$ cat src/rtl/mem_arbiter_if.sv
// Bus bundle between the memory arbiter and its environment.
// Requester side: icache fetch (ic_*), load (ld_*), store (st_*) handshakes.
// Memory side: byte-wide RAM port (ram_*) plus the UART back-pressure flag io_full.
// master: the environment (requesters and RAM); slave: the arbiter.
interface mem_arbiter_if #(
    parameter int unsigned LINE_BYTES = 16
);
    // icache fetch
    logic                    ic_req;
    logic [31:0]             ic_addr;
    logic                    ic_done;
    logic [8*LINE_BYTES-1:0] ic_line;
    // load
    logic                    ld_req;
    logic [31:0]             ld_addr;
    logic [2:0]              ld_len;
    logic                    ld_sext;
    logic                    ld_done;
    logic [31:0]             ld_data;
    // store
    logic                    st_req;
    logic [31:0]             st_addr;
    logic [2:0]              st_len;
    logic [31:0]             st_data;
    logic                    st_done;
    // RAM / UART
    logic                    io_full;
    logic                    ram_wr;
    logic [31:0]             ram_addr;
    logic [7:0]              ram_dout;
    logic [7:0]              ram_din;

    modport master (
        output ic_req, ic_addr, ld_req, ld_addr, ld_len, ld_sext,
               st_req, st_addr, st_len, st_data, io_full, ram_din,
        input  ic_done, ic_line, ld_done, ld_data, st_done,
               ram_wr, ram_addr, ram_dout
    );

    modport slave (
        input  ic_req, ic_addr, ld_req, ld_addr, ld_len, ld_sext,
               st_req, st_addr, st_len, st_data, io_full, ram_din,
        output ic_done, ic_line, ld_done, ld_data, st_done,
               ram_wr, ram_addr, ram_dout
    );
endinterface

$ cat src/rtl/mem_arbiter.sv
// Byte-serial memory arbiter: grants one of store > load > icache fetch from IDLE
// and moves the transfer one byte per cycle over a registered RAM port.
// Ports:
//   clk  - clock, all state on rising edge
//   rst  - asynchronous active-low reset
//   rdy  - global ready; low freezes every register
//   rb   - rollback; cancels loads/fetches (never stores)
//   bus  - requester handshakes, RAM byte port and io_full (mem_arbiter_if.slave)
module mem_arbiter #(
    parameter int unsigned LINE_BYTES = 16
) (
    input  logic         clk,
    input  logic         rst,
    input  logic         rdy,
    input  logic         rb,
    mem_arbiter_if.slave bus
);
    localparam int unsigned OFF       = $clog2(LINE_BYTES);
    localparam int unsigned CW        = OFF + 1;
    localparam int unsigned LINE_BITS = 8 * LINE_BYTES;

    typedef enum logic [1:0] {IDLE, READ, WRITE, DONE} state_t;
    typedef enum logic [1:0] {OP_ST, OP_LD, OP_IC} op_t;

    state_t               state, state_nxt;
    op_t                  op_q, op_nxt;
    logic [CW-1:0]        cnt, cnt_nxt;
    logic [CW-1:0]        n_q, n_nxt;
    logic [31:0]          addr_q, addr_nxt;
    logic [31:0]          data_q, data_nxt;
    logic                 sext_q, sext_nxt;
    logic [LINE_BITS-1:0] line_q, line_nxt;

    logic                 ic_done_q, ic_done_nxt;
    logic                 ld_done_q, ld_done_nxt;
    logic                 st_done_q, st_done_nxt;
    logic                 ram_wr_q, ram_wr_nxt;
    logic [31:0]          ram_addr_q, ram_addr_nxt;
    logic [7:0]           ram_dout_q, ram_dout_nxt;
    logic [31:0]          ld_data_q, ld_data_nxt;
    logic [LINE_BITS-1:0] ic_line_q, ic_line_nxt;

    logic [OFF-1:0]       byte_idx;
    logic                 uart_c;

    // Unsupported lengths (0, 3, >4) collapse to a full word.
    function automatic logic [CW-1:0] len_dec(input logic [2:0] len);
        case (len)
            3'd1:    return CW'(1);
            3'd2:    return CW'(2);
            default: return CW'(4);
        endcase
    endfunction

    function automatic logic [31:0] extend(input logic [31:0] raw, input logic [CW-1:0] n,
                                           input logic sext);
        if (n == CW'(1)) return sext ? {{24{raw[7]}}, raw[7:0]} : {24'd0, raw[7:0]};
        if (n == CW'(2)) return sext ? {{16{raw[15]}}, raw[15:0]} : {16'd0, raw[15:0]};
        return raw;
    endfunction

    // Next-state and registered-output values.
    always_comb begin
        state_nxt    = state;
        op_nxt       = op_q;
        cnt_nxt      = cnt;
        n_nxt        = n_q;
        addr_nxt     = addr_q;
        data_nxt     = data_q;
        sext_nxt     = sext_q;
        line_nxt     = line_q;
        ic_done_nxt  = 1'b0;
        ld_done_nxt  = 1'b0;
        st_done_nxt  = 1'b0;
        ram_wr_nxt   = 1'b0;
        ram_addr_nxt = 32'd0;
        ram_dout_nxt = 8'd0;
        ld_data_nxt  = ld_data_q;
        ic_line_nxt  = ic_line_q;
        byte_idx     = OFF'(cnt - CW'(1));
        uart_c       = (addr_q[17:16] == 2'b11);

        case (state)
            IDLE: begin
                if (bus.st_req) begin
                    state_nxt    = WRITE;
                    op_nxt       = OP_ST;
                    cnt_nxt      = '0;
                    addr_nxt     = bus.st_addr;
                    n_nxt        = len_dec(bus.st_len);
                    data_nxt     = bus.st_data;
                    ram_wr_nxt   = !((bus.st_addr[17:16] == 2'b11) && bus.io_full);
                    ram_addr_nxt = bus.st_addr;
                    ram_dout_nxt = bus.st_data[7:0];
                end else if (!rb && bus.ld_req) begin
                    state_nxt    = READ;
                    op_nxt       = OP_LD;
                    cnt_nxt      = '0;
                    addr_nxt     = bus.ld_addr;
                    n_nxt        = len_dec(bus.ld_len);
                    sext_nxt     = bus.ld_sext;
                    line_nxt     = '0;
                    ram_addr_nxt = bus.ld_addr;
                end else if (!rb && bus.ic_req) begin
                    state_nxt    = READ;
                    op_nxt       = OP_IC;
                    cnt_nxt      = '0;
                    addr_nxt     = bus.ic_addr & ~32'(LINE_BYTES - 1);
                    n_nxt        = CW'(LINE_BYTES);
                    line_nxt     = '0;
                    ram_addr_nxt = bus.ic_addr & ~32'(LINE_BYTES - 1);
                end
            end
            WRITE: begin
                // A byte counts as written only in a cycle where ram_wr was high.
                if (ram_wr_q && (cnt == n_q - CW'(1))) begin
                    state_nxt   = DONE;
                    cnt_nxt     = '0;
                    st_done_nxt = 1'b1;
                end else begin
                    if (ram_wr_q) cnt_nxt = cnt + CW'(1);
                    ram_wr_nxt   = !(uart_c && bus.io_full);
                    ram_addr_nxt = addr_q + 32'(cnt_nxt);
                    ram_dout_nxt = 8'(data_q >> {cnt_nxt[1:0], 3'b000});
                end
            end
            READ: begin
                if (rb) begin
                    state_nxt = IDLE;
                    cnt_nxt   = '0;
                end else begin
                    // RAM returns the byte one cycle after its address.
                    if (cnt != '0) line_nxt[{byte_idx, 3'b000} +: 8] = bus.ram_din;
                    if (cnt == n_q) begin
                        state_nxt = DONE;
                        cnt_nxt   = '0;
                        if (op_q == OP_LD) begin
                            ld_done_nxt = 1'b1;
                            ld_data_nxt = extend(line_nxt[31:0], n_q, sext_q);
                        end else begin
                            ic_done_nxt = 1'b1;
                            ic_line_nxt = line_nxt;
                        end
                    end else begin
                        cnt_nxt = cnt + CW'(1);
                        if (cnt_nxt != n_q) ram_addr_nxt = addr_q + 32'(cnt_nxt);
                    end
                end
            end
            DONE:    state_nxt = IDLE;
            default: state_nxt = IDLE;
        endcase
    end

    // State and output registers; rdy low holds everything.
    always_ff @(posedge clk or negedge rst) begin
        if (!rst) begin
            state      <= IDLE;
            op_q       <= OP_ST;
            cnt        <= '0;
            n_q        <= '0;
            addr_q     <= 32'd0;
            data_q     <= 32'd0;
            sext_q     <= 1'b0;
            line_q     <= '0;
            ic_done_q  <= 1'b0;
            ld_done_q  <= 1'b0;
            st_done_q  <= 1'b0;
            ram_wr_q   <= 1'b0;
            ram_addr_q <= 32'd0;
            ram_dout_q <= 8'd0;
            ld_data_q  <= 32'd0;
            ic_line_q  <= '0;
        end else if (rdy) begin
            state      <= state_nxt;
            op_q       <= op_nxt;
            cnt        <= cnt_nxt;
            n_q        <= n_nxt;
            addr_q     <= addr_nxt;
            data_q     <= data_nxt;
            sext_q     <= sext_nxt;
            line_q     <= line_nxt;
            ic_done_q  <= ic_done_nxt;
            ld_done_q  <= ld_done_nxt;
            st_done_q  <= st_done_nxt;
            ram_wr_q   <= ram_wr_nxt;
            ram_addr_q <= ram_addr_nxt;
            ram_dout_q <= ram_dout_nxt;
            ld_data_q  <= ld_data_nxt;
            ic_line_q  <= ic_line_nxt;
        end
    end

    assign bus.ic_done  = ic_done_q;
    assign bus.ic_line  = ic_line_q;
    assign bus.ld_done  = ld_done_q;
    assign bus.ld_data  = ld_data_q;
    assign bus.st_done  = st_done_q;
    assign bus.ram_wr   = ram_wr_q;
    assign bus.ram_addr = ram_addr_q;
    assign bus.ram_dout = ram_dout_q;
endmodule

$ cat src/flat_wrapper.sv
// flat-port wrapper written by rule: the top's interface ports become plain ports
module mem_arbiter_flat 
#(
    parameter int unsigned LINE_BYTES = 16
)
  (clk, rst, rdy, rb, bus_ic_req, bus_ic_addr, bus_ld_req, bus_ld_addr, bus_ld_len, bus_ld_sext, bus_st_req, bus_st_addr, bus_st_len, bus_st_data, bus_io_full, bus_ram_din, bus_ic_done, bus_ic_line, bus_ld_done, bus_ld_data, bus_st_done, bus_ram_wr, bus_ram_addr, bus_ram_dout);
  mem_arbiter_if #(.LINE_BYTES(LINE_BYTES)) bus_i ();
  input  logic clk;
  input  logic rst;
  input  logic rdy;
  input  logic rb;
  input wire logic [$bits(bus_i.ic_req)-1:0] bus_ic_req;
  input wire logic [$bits(bus_i.ic_addr)-1:0] bus_ic_addr;
  input wire logic [$bits(bus_i.ld_req)-1:0] bus_ld_req;
  input wire logic [$bits(bus_i.ld_addr)-1:0] bus_ld_addr;
  input wire logic [$bits(bus_i.ld_len)-1:0] bus_ld_len;
  input wire logic [$bits(bus_i.ld_sext)-1:0] bus_ld_sext;
  input wire logic [$bits(bus_i.st_req)-1:0] bus_st_req;
  input wire logic [$bits(bus_i.st_addr)-1:0] bus_st_addr;
  input wire logic [$bits(bus_i.st_len)-1:0] bus_st_len;
  input wire logic [$bits(bus_i.st_data)-1:0] bus_st_data;
  input wire logic [$bits(bus_i.io_full)-1:0] bus_io_full;
  input wire logic [$bits(bus_i.ram_din)-1:0] bus_ram_din;
  output wire logic [$bits(bus_i.ic_done)-1:0] bus_ic_done;
  output wire logic [$bits(bus_i.ic_line)-1:0] bus_ic_line;
  output wire logic [$bits(bus_i.ld_done)-1:0] bus_ld_done;
  output wire logic [$bits(bus_i.ld_data)-1:0] bus_ld_data;
  output wire logic [$bits(bus_i.st_done)-1:0] bus_st_done;
  output wire logic [$bits(bus_i.ram_wr)-1:0] bus_ram_wr;
  output wire logic [$bits(bus_i.ram_addr)-1:0] bus_ram_addr;
  output wire logic [$bits(bus_i.ram_dout)-1:0] bus_ram_dout;
  assign bus_i.ic_req = bus_ic_req;
  assign bus_i.ic_addr = bus_ic_addr;
  assign bus_i.ld_req = bus_ld_req;
  assign bus_i.ld_addr = bus_ld_addr;
  assign bus_i.ld_len = bus_ld_len;
  assign bus_i.ld_sext = bus_ld_sext;
  assign bus_i.st_req = bus_st_req;
  assign bus_i.st_addr = bus_st_addr;
  assign bus_i.st_len = bus_st_len;
  assign bus_i.st_data = bus_st_data;
  assign bus_i.io_full = bus_io_full;
  assign bus_i.ram_din = bus_ram_din;
  assign bus_ic_done = bus_i.ic_done;
  assign bus_ic_line = bus_i.ic_line;
  assign bus_ld_done = bus_i.ld_done;
  assign bus_ld_data = bus_i.ld_data;
  assign bus_st_done = bus_i.st_done;
  assign bus_ram_wr = bus_i.ram_wr;
  assign bus_ram_addr = bus_i.ram_addr;
  assign bus_ram_dout = bus_i.ram_dout;
  mem_arbiter #(.LINE_BYTES(LINE_BYTES)) u_core (.clk(clk), .rst(rst), .rdy(rdy), .rb(rb), .bus(bus_i));
endmodule
$ cat config.mk
export PLATFORM = sky130hd
export DESIGN_NAME = mem_arbiter_flat
export DESIGN_NICKNAME = d
export VERILOG_FILES = /design/src/rtl/mem_arbiter_if.sv /design/src/rtl/mem_arbiter.sv /design/src/flat_wrapper.sv
export SDC_FILE = /design/constraint.sdc
export NUM_CORES = 1
export LEC_CHECK = 0
export CELL_PAD_IN_SITES_DETAIL_PLACEMENT = 0
export CELL_PAD_IN_SITES_GLOBAL_PLACEMENT = 1
export CORE_ASPECT_RATIO = 0.7
export CORE_MARGIN = 2
export CORE_UTILIZATION = 40
export DETAILED_ROUTE_END_ITERATION = 12
export PLACE_DENSITY_LB_ADDON = 0.1
export SYNTH_ARGS = -nofsm -noshare
export SYNTH_HDL_FRONTEND = slang
export SYNTH_SLANG_ARGS = --single-unit
$ cat constraint.sdc
create_clock -name clk -period 12 [get_ports clk]
set_clock_uncertainty 0.15 [all_clocks]
set_input_delay 2.4 -clock clk [delete_from_list [all_inputs] [get_ports clk]]
set_output_delay 2.4 -clock clk [all_outputs]
set_load 0.01 [all_outputs]
## Word level (Yosys, flattened, before mapping)

Cells that the tools add are included.

| word-level totals | value |
|---|---|
| register bits after elaboration | 411 |

| operators by class | value |
|---|---|
| add/sub/neg operators | 6 |
| eq/ne operators | 21 |
| shifts and indexed selects | 3 |
| mux-type cells | 76 |
| bitwise operators | 3 |
| reductions and logical operators | 21 |

Operators with widths:

| operator | count |
|---|---|
| 2-to-1 mux 128 bit | 5 |
| 2-to-1 mux 32 bit | 16 |
| one-hot mux 128 bit (2 select lines) | 1 |
| bitwise mux 128 bit | 1 |
| variable shift 8 x 9 -> 128 bit, first input constant | 1 |
| variable part select 8 x 9 -> 128 bit | 1 |
| one-hot mux 32 bit (3 select lines) | 1 |
| adder 32 x 5 -> 32 bit | 2 |
| 2-to-1 mux 5 bit | 12 |
| >> shifter 32 x 5 -> 8 bit | 1 |
| 2-to-1 mux 1 bit | 23 |
| 2-to-1 mux 2 bit | 9 |
| 2-to-1 mux 8 bit | 2 |
| one-hot mux 8 bit (2 select lines) | 1 |
| one-hot mux 5 bit (3 select lines) | 1 |
| AND reduction 5 bit | 3 |
| one-hot mux 3 bit (2 select lines) | 2 |
| equality test 5 bit | 2 |
| negator 7 -> 9 bit | 1 |
| AND reduction 3 bit | 3 |
| equality test 2 bit, second input constant | 4 |
| one-hot mux 2 bit (4 select lines) | 1 |
| AND reduction 4 bit | 2 |
| equality test 3 x 1 -> 1 bit, second input constant | 2 |
| 21 further kinds | 33 |

## Logic depth before layout (Yosys ltp)

Gate-level depths: netlist (run 1).

| depth | value |
|---|---|
| depth in word-level cells | 13 |
| mapped depth | 16 |
| mapped depth without buffers | 12 |

## Worst setup path before layout (run 1)

Ideal clock, no wire load.

| path | value |
|---|---|
| path type | input to register |
| start | in bus_ld_req |
| end | reg u_core.line_q[112] |
| arrival | 4.240 ns |
| path slack | 7.489 ns |
| stages | 8 |
| path through | clkbuf_1 nor2_1 o22ai_1 nor3b_1 clkbuf_1 clkbuf_1 nand2_1 a32o_1 |

| between the ends | value |
|---|---|
| word-level cells in the longest chain between the ends | 4 |
| elaborated cells on any way between the ends | 6 |

RTL lines:

| element | RTL line | source |
|---|---|---|
| from (decl) | flat_wrapper.sv:14 | `input wire logic [$bits(bus_i.ld_req)-1:0] bus_ld_req;` |
| logical AND 1 bit * | mem_arbiter.sv:95 | `end else if (!rb && bus.ld_req) begin` |
| 2-to-1 mux 128 bit | mem_arbiter.sv:95 |  |
| 2-to-1 mux 128 bit | mem_arbiter.sv:85 | `if (bus.st_req) begin` |
| one-hot mux 128 bit (2 select lines) | mem_arbiter.sv:83 | `case (state)` |
| to (signal assigned) | mem_arbiter.sv:182 | `line_q <= line_nxt;` |
| to (decl) | mem_arbiter.sv:32 | `logic [LINE_BITS-1:0] line_q, line_nxt;` |

Every way passes the cells marked *; elsewhere a longest branch is shown, timed or not. The select of a mux whose other input is x is not followed.
A chain may end at the register's enable or synchronous reset.

## Worst setup path after layout (run 1)

| path | value |
|---|---|
| start | reg u_core.cnt[0] |
| end | reg u_core.line_q[99] |

| between the ends | value |
|---|---|
| word-level cells in the longest chain between the ends | 7 |
| elaborated cells on any way between the ends | 9 |

RTL lines:

| element | RTL line | source |
|---|---|---|
| from (decl) | mem_arbiter.sv:27 | `logic [CW-1:0] cnt, cnt_nxt;` |
| from (signal assigned) | mem_arbiter.sv:177 | `cnt <= cnt_nxt;` |
| subtractor 4 x 1 -> 4 bit | mem_arbiter.sv:80 | `byte_idx = OFF'(cnt - CW'(1));` |
| negator 7 -> 9 bit | mem_arbiter.sv:133 | `if (cnt != '0) line_nxt[{byte_idx, 3'b000} +: 8] = bus.ram_din;` |
| variable part select 8 x 9 -> 128 bit / variable shift 8 x 9 -> 128 bit (equally long branches) | mem_arbiter.sv:133 |  |
| bitwise mux 128 bit | mem_arbiter.sv:133 |  |
| 2-to-1 mux 128 bit * | mem_arbiter.sv:133 |  |
| 2-to-1 mux 128 bit * | mem_arbiter.sv:128 | `if (rb) begin` |
| one-hot mux 128 bit (2 select lines) * | mem_arbiter.sv:83 |  |

Marks and branches as above.

==> results of run 1 <==
==> Yosys cell counts, types with 12 or more instances <==
cell type / n
o221ai_1: 18
a32o_1: 33
xnor2_1: 30
a21oi_1: 99
clkbuf_1: 134
o21a_1: 50
xor2_1: 35
nand2_1: 359
dfrtp_1: 409
inv_1: 27
nand4_1: 15
o21ai_0: 280
o2bb2ai_1: 14
a211oi_1: 12
nand2b_1: 24
nor3_1: 56
nor2_1: 111
buf_1: 17
mux2_2: 60
a32oi_1: 19
buf_2: 14
a22oi_1: 40
mux2i_1: 53
a22o_1: 61
ha_1: 25
nor2b_1: 13
nand3_1: 48
==> report_power, final <==
| part | internal, mW | total, mW | switching [mW] |
|---|---|---|---|
| Clock | 0.780 | 1.35 | 0.574 |
| Sequential | 1.79 | 2.13 | 0.345 |
| Combinational | 1.01 | 2.26 | 1.25 |
| Total | 3.58 | 5.75 | 2.17 |
==> through the flow <==
step | instances | setup WS [ps]
final | 3203 | 6410
after global routing | 3203 | 6150
after CTS | 3203 | 6460
after detailed placement | 3123 | 6110
after global placement | 3123 | 6120
after floorplan | 2215 | 7490
==> flip-flops by register name, summed over array words and instances, names as in the netlist <==
name / cells
u_core.line_q: 128
u_core.bus.ld_done: 1
u_core.bus.ram_wr: 1
u_core.bus.ram_addr: 32
u_core.bus.ic_line: 128
u_core.addr_q: 32
u_core.cnt: 5
u_core.bus.ld_data: 32
u_core.bus.ram_dout: 8
u_core.n_q: 4
u_core.sext_q: 1
u_core.bus.st_done: 1
u_core.op_q: 1
u_core.data_q: 32
u_core.state: 2
u_core.bus.ic_done: 1
==> tightest hold or removal path, cell delays in order (launching register included) <==
cell and delay [ps]:
dfrtp_1 340, nand2_1 50, nand2_1 50
==> cells by family (layout without fill, tap and decap cells) <==
family / Yosys count / after routing / share of synthesized area, %
and+or+nand+nor: 673 / 673 / 14.0
AOI/OAI and AO/OA: 724 / 724 / 22.8
DFF: 409 / 409 / 48.6
muxes: 122 / 122 / 6.65
adders and majority gates: 27 / 27 / 1.67
buffers and inverters: 195 / 499 / 3.63
xor gates and xnor gates: 65 / 65 / 2.70
==> how the worst max path moves through the flow <==
stage | from | end | slack [ps] | cells past startpoint
floorplan | bus_ld_req | u_core.line_q[112] | 7490 | 8
global placement | rdy | u_core.bus.ram_addr[31] | 6120 | 6
detailed placement | rdy | u_core.bus.ram_addr[31] | 6110 | 6
CTS | u_core.cnt[0] | u_core.line_q[99] | 6460 | 8
global route | u_core.cnt[0] | u_core.line_q[99] | 6150 | 8
finish | u_core.cnt[0] | u_core.line_q[99] | 6410 | 8
==> routing by layer <==
metal	vias to the layer above	routed length [um]	GRT usage, %
li1	8566	-	-
met1	9248	35200	40.2
met2	598	29300	36.6
met3	92	4610	4.22
met4	0	1520	6.23
met5	-	0	0
==> area by class of cell <==
type	instances	area (um2)	share of cell area (%)
clock inverter	12	131	0.494
clock buffer	68	1280	4.82
tap	684	856	3.22
inverter	27	101	0.381
multi-input combinational	1611	10100	38.1
sequential	409	10200	38.5
timing repair buffer	392	3840	14.5
==> summary.md, run 1 <==
| Metric | Value |
|---|---|
| Vias in the first global route | 18187 |
| Core area | 0.0521 mm2 |
| Placement row count | 70 |
| Status | finished clean |
| Post-Syn Area | 0.0211 mm2 |
| CP Launch Type | flip-flop |
| Fin nets | 2663 |
| Share of layout cells above drive strength 1 | 8.57% |
| Initial DRC Count | about 1400 |
| CTS Buf Count | 44 |
| CTS tree | yes |
| Top-area cell type share of the netlist area | 48.6% |
| Clock Root Buffer | clkbuf_16 |
| Syn Area/Cell | 9.51 um2 |
| Synth Instances | 2215 |
| Total GRT Usage | 25.6% |
| Maximum VDD drop | 95.2 uV |
| Final hold vios | 0 |
| Clock-pin slew on the worst setup and hold paths | 60 ps |
| Hold-fix buffers, CTS | 0 |
| Worst path required time | 12310 ps |
| Post-CTS setup buffer count | 0 |
| Largest net degree at the start of global routing | 247 |
| First-pass GRT wire length | 109 mm |
| Worst-Skew Late Latency | 560 ps |
| Rel. slew slack | a little over a fifth |
| Crit path cell chain | inv_1 > ha_1 > a311oi_2 > nor2_1 > nand3_1 > nor2_1 > a22oi_1 > o21ai_0 |
| Initial antenna violation count | 1 |
| Most common cell after layout, fill and taps aside | dfrtp_1 |
| Final setup TNS | 0 ps |
| Height of the die | 196 um |
| Detailed Place HPWL | 48.9 mm |
| Layout area overhead | 26.2% |
| Tightest Pin Transition | 1180 ps |
| Worst Path Arrival | 5890 ps |
| H-tree depth | 2 |
| Routed Antenna Nets | 0 |
| Flop2flop setup slack | 6410 ps |
| Clock sink count | 409 |
| GPL Wtd Cong | ~0.89 |
| 1st-pass router iterations | 5 |
| Crit Path Category | flip-flop to flip-flop |
| Final Max Tran Viols | 0 |
| Yosys warnings | 0 |
| Critical path buffer and inverter count | 1 |
| Port Buffers | 350 |
| Post-synth ARST share | 100% |
| DR vias | around 19000 |
| EDFF count, synth | 0 |
| Post-layout minimum cycle time | 5590 ps |
| Synth Register Bits | 409 |
| Post-synth top flop | dfrtp_1 |
| Min Hold Slack | 318 ps |
| Max clock buf depth | 3 |
| Post-synth top area cell | dfrtp_1 |
| Power Total | 5.75 mW |
| Final critical-path share of the clock period | 46.5% |
| # diodes | 0 |
| Die Width | 278 um |
| Worst path max stage delay | 970 ps |
| Routed vias/inst | 5.78 |
| Sequential area share after synthesis | 48.6% |
| Power per cell area | 216 mW/mm2 |
| Reg2reg end | u_core.line_q[99] |
| Leak | 11.2 nW |
| Worst hold endpoint | u_core.bus.ic_line[117] |
| Top post-synthesis cells by area | dfrtp_1 (49%), o21ai_0 (6.6%), nand2_1 (6.4%), mux2_2 (3.2%), a22o_1 (2.5%) |
| Hold Crit Depth | 2 |
| Crit path top cell by count | nor2_1 |
| Final Routed Wirelength | about 71 mm |
| Hold Path Class | flip-flop to flip-flop |
| Initial Util | 40.4% |
| Endpoint type of the worst setup path | flip-flop |
| FILL cells | 4784 |
| Worst path slowest cell | ha_1 |
| Routed length per instance | about 22 um |
| Max_cap viols | 0 |
| Worst R2R Path Depth | 8 |
| Total grt overflow | 0 |
| Reg2Reg Launch Point | u_core.cnt[0] |
| Gates resized, CTS repair | 0 |
| Hold_sp | u_core.bus.ic_line[117] |
| Num ports | 355 |
| Placement-stage cell area | roughly 0.025 mm2 |
| Die Area | 0.0546 mm2 |
| Fin util | 51.0% |
| Fmax | 0.179 GHz |
| Crit-path leading delay family | simple AND/OR/NAND/NOR gates |
| RSZ-0062 raised after global routing | no |
| Cell area after layout | roughly 0.027 mm2 |
| Yosys cell types | 69 |
| Syn Nets | 2393 |
| Setup violations, final | 0 |
| Most frequent cells in the layout | dfrtp_1 (409), nand2_1 (359), clkdlybuf4s50_1 (348) |
| DRC violation count after routing | 0 |
| CP Max Fanout | 21 |
(Power assumes the default switching activity.)
==> inputs of run 2 (changes only) <==
- CORE_UTILIZATION: 40 -> 37
- clock period: 12 -> 4.55 ns (I/O delays scaled with it)
==> run 2 against run 1 <==
Largest cell class unchanged. Critical endpoint is now u_core.bus.ic_line[107]. Global-route usage down 1.3 points. Wire length up 2.5%. Via count up 1.2%. Sequential cell count unchanged. Sequential share of layout area down 0.62 points. Core utilization down 3.2 points.
==> summary.md, run 2 (synthesized netlist as in run 1, its figures left out) <==
| Metric | Value |
|---|---|
| Status | finished clean |
| Worst Path Arrival | 4350 ps (-1540 ps) |
| Routed vias/inst | 5.69 (-1.6%) |
| Most common cell after layout, fill and taps aside | dfrtp_1 |
| Fmax | 0.249 GHz (+39%) |
| Hold Path Class | primary input to async pin |
| Initial Util | 37.3% (-3.2 points) |
| Num ports | 355 (unchanged) |
| Layout area overhead | 28.3% |
| Rel. slew slack | 27.1% (+6.3 points) |
| Placement row count | 73 (+4.3%) |
| FILL cells | 5317 (+11%) |
| Clock-pin slew on the worst setup and hold paths | 60 ps (about the same) |
| Post-place setup slack | 627 ps (-5480 ps) |
| Initial antenna violation count | 1 (unchanged) |
| Height of the die | 204 um (+3.9%) |
| Worst-Skew Late Latency | 570 ps (about the same) |
| GPL Wtd Cong | 0.936 (+4.7%) |
| Total grt overflow | 0 (unchanged) |
| Setup violations, final | 0 (unchanged) |
| Routed length per instance | 22.0 um (-0.33%) |
| Clock sink count | 409 (unchanged) |
| Power per cell area | 569 mW/mm2 (+160%) |
| Die Area | 0.0589 mm2 (+8.0%) |
| Vias in the first global route | 18161 (-0.14%) |
| CP Launch Type | flip-flop |
| Final hold vios | 0 (unchanged) |
| RSZ-0062 raised after global routing | no |
| Total GRT Usage | 24.3% (-1.3 points) |
| Tightest Pin Transition | 1090 ps (-91.0 ps) |
| Worst path max stage delay | 670 ps (-300 ps) |
| Placement-stage cell area | 0.0256 mm2 (+1.5%) |
| DR vias | 18722 (+1.2%) |
| Max clock buf depth | 3 (unchanged) |
| H-tree depth | 2 (unchanged) |
| Post-layout minimum cycle time | 4010 ps (-1580 ps) |
| Max_cap viols | 0 (unchanged) |
| Worst path required time | 4890 ps (-7420 ps) |
| First-pass GRT wire length | 110 mm (+0.98%) |
| Worst path slowest cell | nand3_1 |
| Post-CTS setup buffer count | 0 (unchanged) |
| Final Routed Wirelength | 72.5 mm (+2.5%) |
| CTS tree | yes |
| Crit Path Category | flip-flop to flip-flop |
| Initial DRC Count | 1532 (+8.0%) |
| Final Max Tran Viols | 0 (unchanged) |
| Share of layout cells above drive strength 1 | 9.63% (+1.1 points) |
| Routed Antenna Nets | 0 (unchanged) |
| Cell area after layout | 0.0270 mm2 (+1.6%) |
| Hold-fix buffers, CTS | 0 (unchanged) |
| Leak | 11.4 nW (+1.8%) |
| Crit path cell chain | inv_1 > ha_1 > xor2_1 > o2bb2ai_1 > nor2_1 > nand3_1 > nor3_1 > a21oi_1 > o21ai_0 |
| Most frequent cells in the layout | dfrtp_1 (409), nand2_1 (359), clkdlybuf4s50_1 (348) |
| Gates resized, CTS repair | 0 (unchanged) |
| CTS Buf Count | 44 (unchanged) |
| DRC violation count after routing | 0 (unchanged) |
| Maximum VDD drop | 285 uV (+200%) |
| Largest net degree at the start of global routing | 123 (-50%) |
| 1st-pass router iterations | 7 (+2) |
| CP Max Fanout | 19 (-9.5%) |
| Fin nets | 2692 (+1.1%) |
| Die Width | 289 um (+3.9%) |
| Clock Root Buffer | clkbuf_16 |
| Detailed Place HPWL | 51.7 mm (+5.6%) |
| Endpoint type of the worst setup path | flip-flop |
| Post-route setup slack | 540 ps (-5870 ps) |
| Port Buffers | 350 (unchanged) |
| # diodes | 0 (unchanged) |
| Power Total | 15.4 mW (+170%) |
| Final critical-path share of the clock period | 88.1% (+42 points) |
| Fin util | 47.8% (-3.2 points) |
| Final setup TNS | 0 ps (unchanged) |
| Core area | 0.0565 mm2 (+8.5%) |
==> run 2: cell count changes in the layout (fill, tap and decap cells not counted), moves of 2 or more <==
cell,change
buf_12,+8
buf_4,+21
bufinv_16,+2
clkbuf_1,-8
clkbuf_8,+2
==> run 2: power breakdown <==
part | leakage, nW | switching, mW | total [mW] | internal, mW
registers | 5.34 | 0.866 | 5.57 | 4.70
logic | 5.36 | 3.37 | 6.10 | 2.73
clock network | 0.717 | 1.53 | 3.71 | 2.18
total | 11.4 | 5.77 | 15.4 | 9.61
==> run 2: worst paths after layout <==
check                                        start                 endpoint  slack, ps  cells past startpoint
max reg2reg                          u_core.cnt[0]  u_core.bus.ic_line[107]        540                      9
max                                  u_core.cnt[0]  u_core.bus.ic_line[107]        540                      9
min in group clk           u_core.bus.ic_line[115]  u_core.bus.ic_line[115]        320                      2
max in group asynchronous                      rst        u_core.line_q[45]       2820                      2
min                                            rst        u_core.data_q[25]        220                      1
min reg2reg                u_core.bus.ic_line[115]  u_core.bus.ic_line[115]        320                      2
==> run 2: final cells by class <==
type	count	area, um2	area share, %
sequential	409	10200	37.9
multi-input combinational	1611	10100	37.5
timing repair buffer	421	4160	15.4
clock buffer	62	1280	4.73
tap	750	938	3.47
clock inverter	13	185	0.685
inverter	27	101	0.375
==> run 2: critical path, delay by kind of cell, from the launching register on <==
kind | cells | cell delay (ps)
simple gates | 3 | 1720
compound gates | 3 | 570
fa+ha+maj | 1 | 430
flops | 1 | 380
xor+xnor | 1 | 350
buf+inv | 1 | 330
==> run 2: through the flow <==
| step | hold WS [ps] | cells |
|---|---|---|
| floorplan | 300 | 2215 |
| global placement | 314 | 3218 |
| detailed placement | 309 | 3218 |
| CTS | 261 | 3293 |
| global route | 284 | 3293 |
| finish | 222 | 3293 |
==> run 2: layer usage <==
layer | vias up | track usage (%) | wire length, um
li1 | 8604 | - | -
met1 | 9407 | 38.4 | 36000
met2 | 632 | 34.3 | 30100
met3 | 79 | 4.22 | 4980
met4 | 0 | 5.36 | 1370
met5 | - | 0 | 0
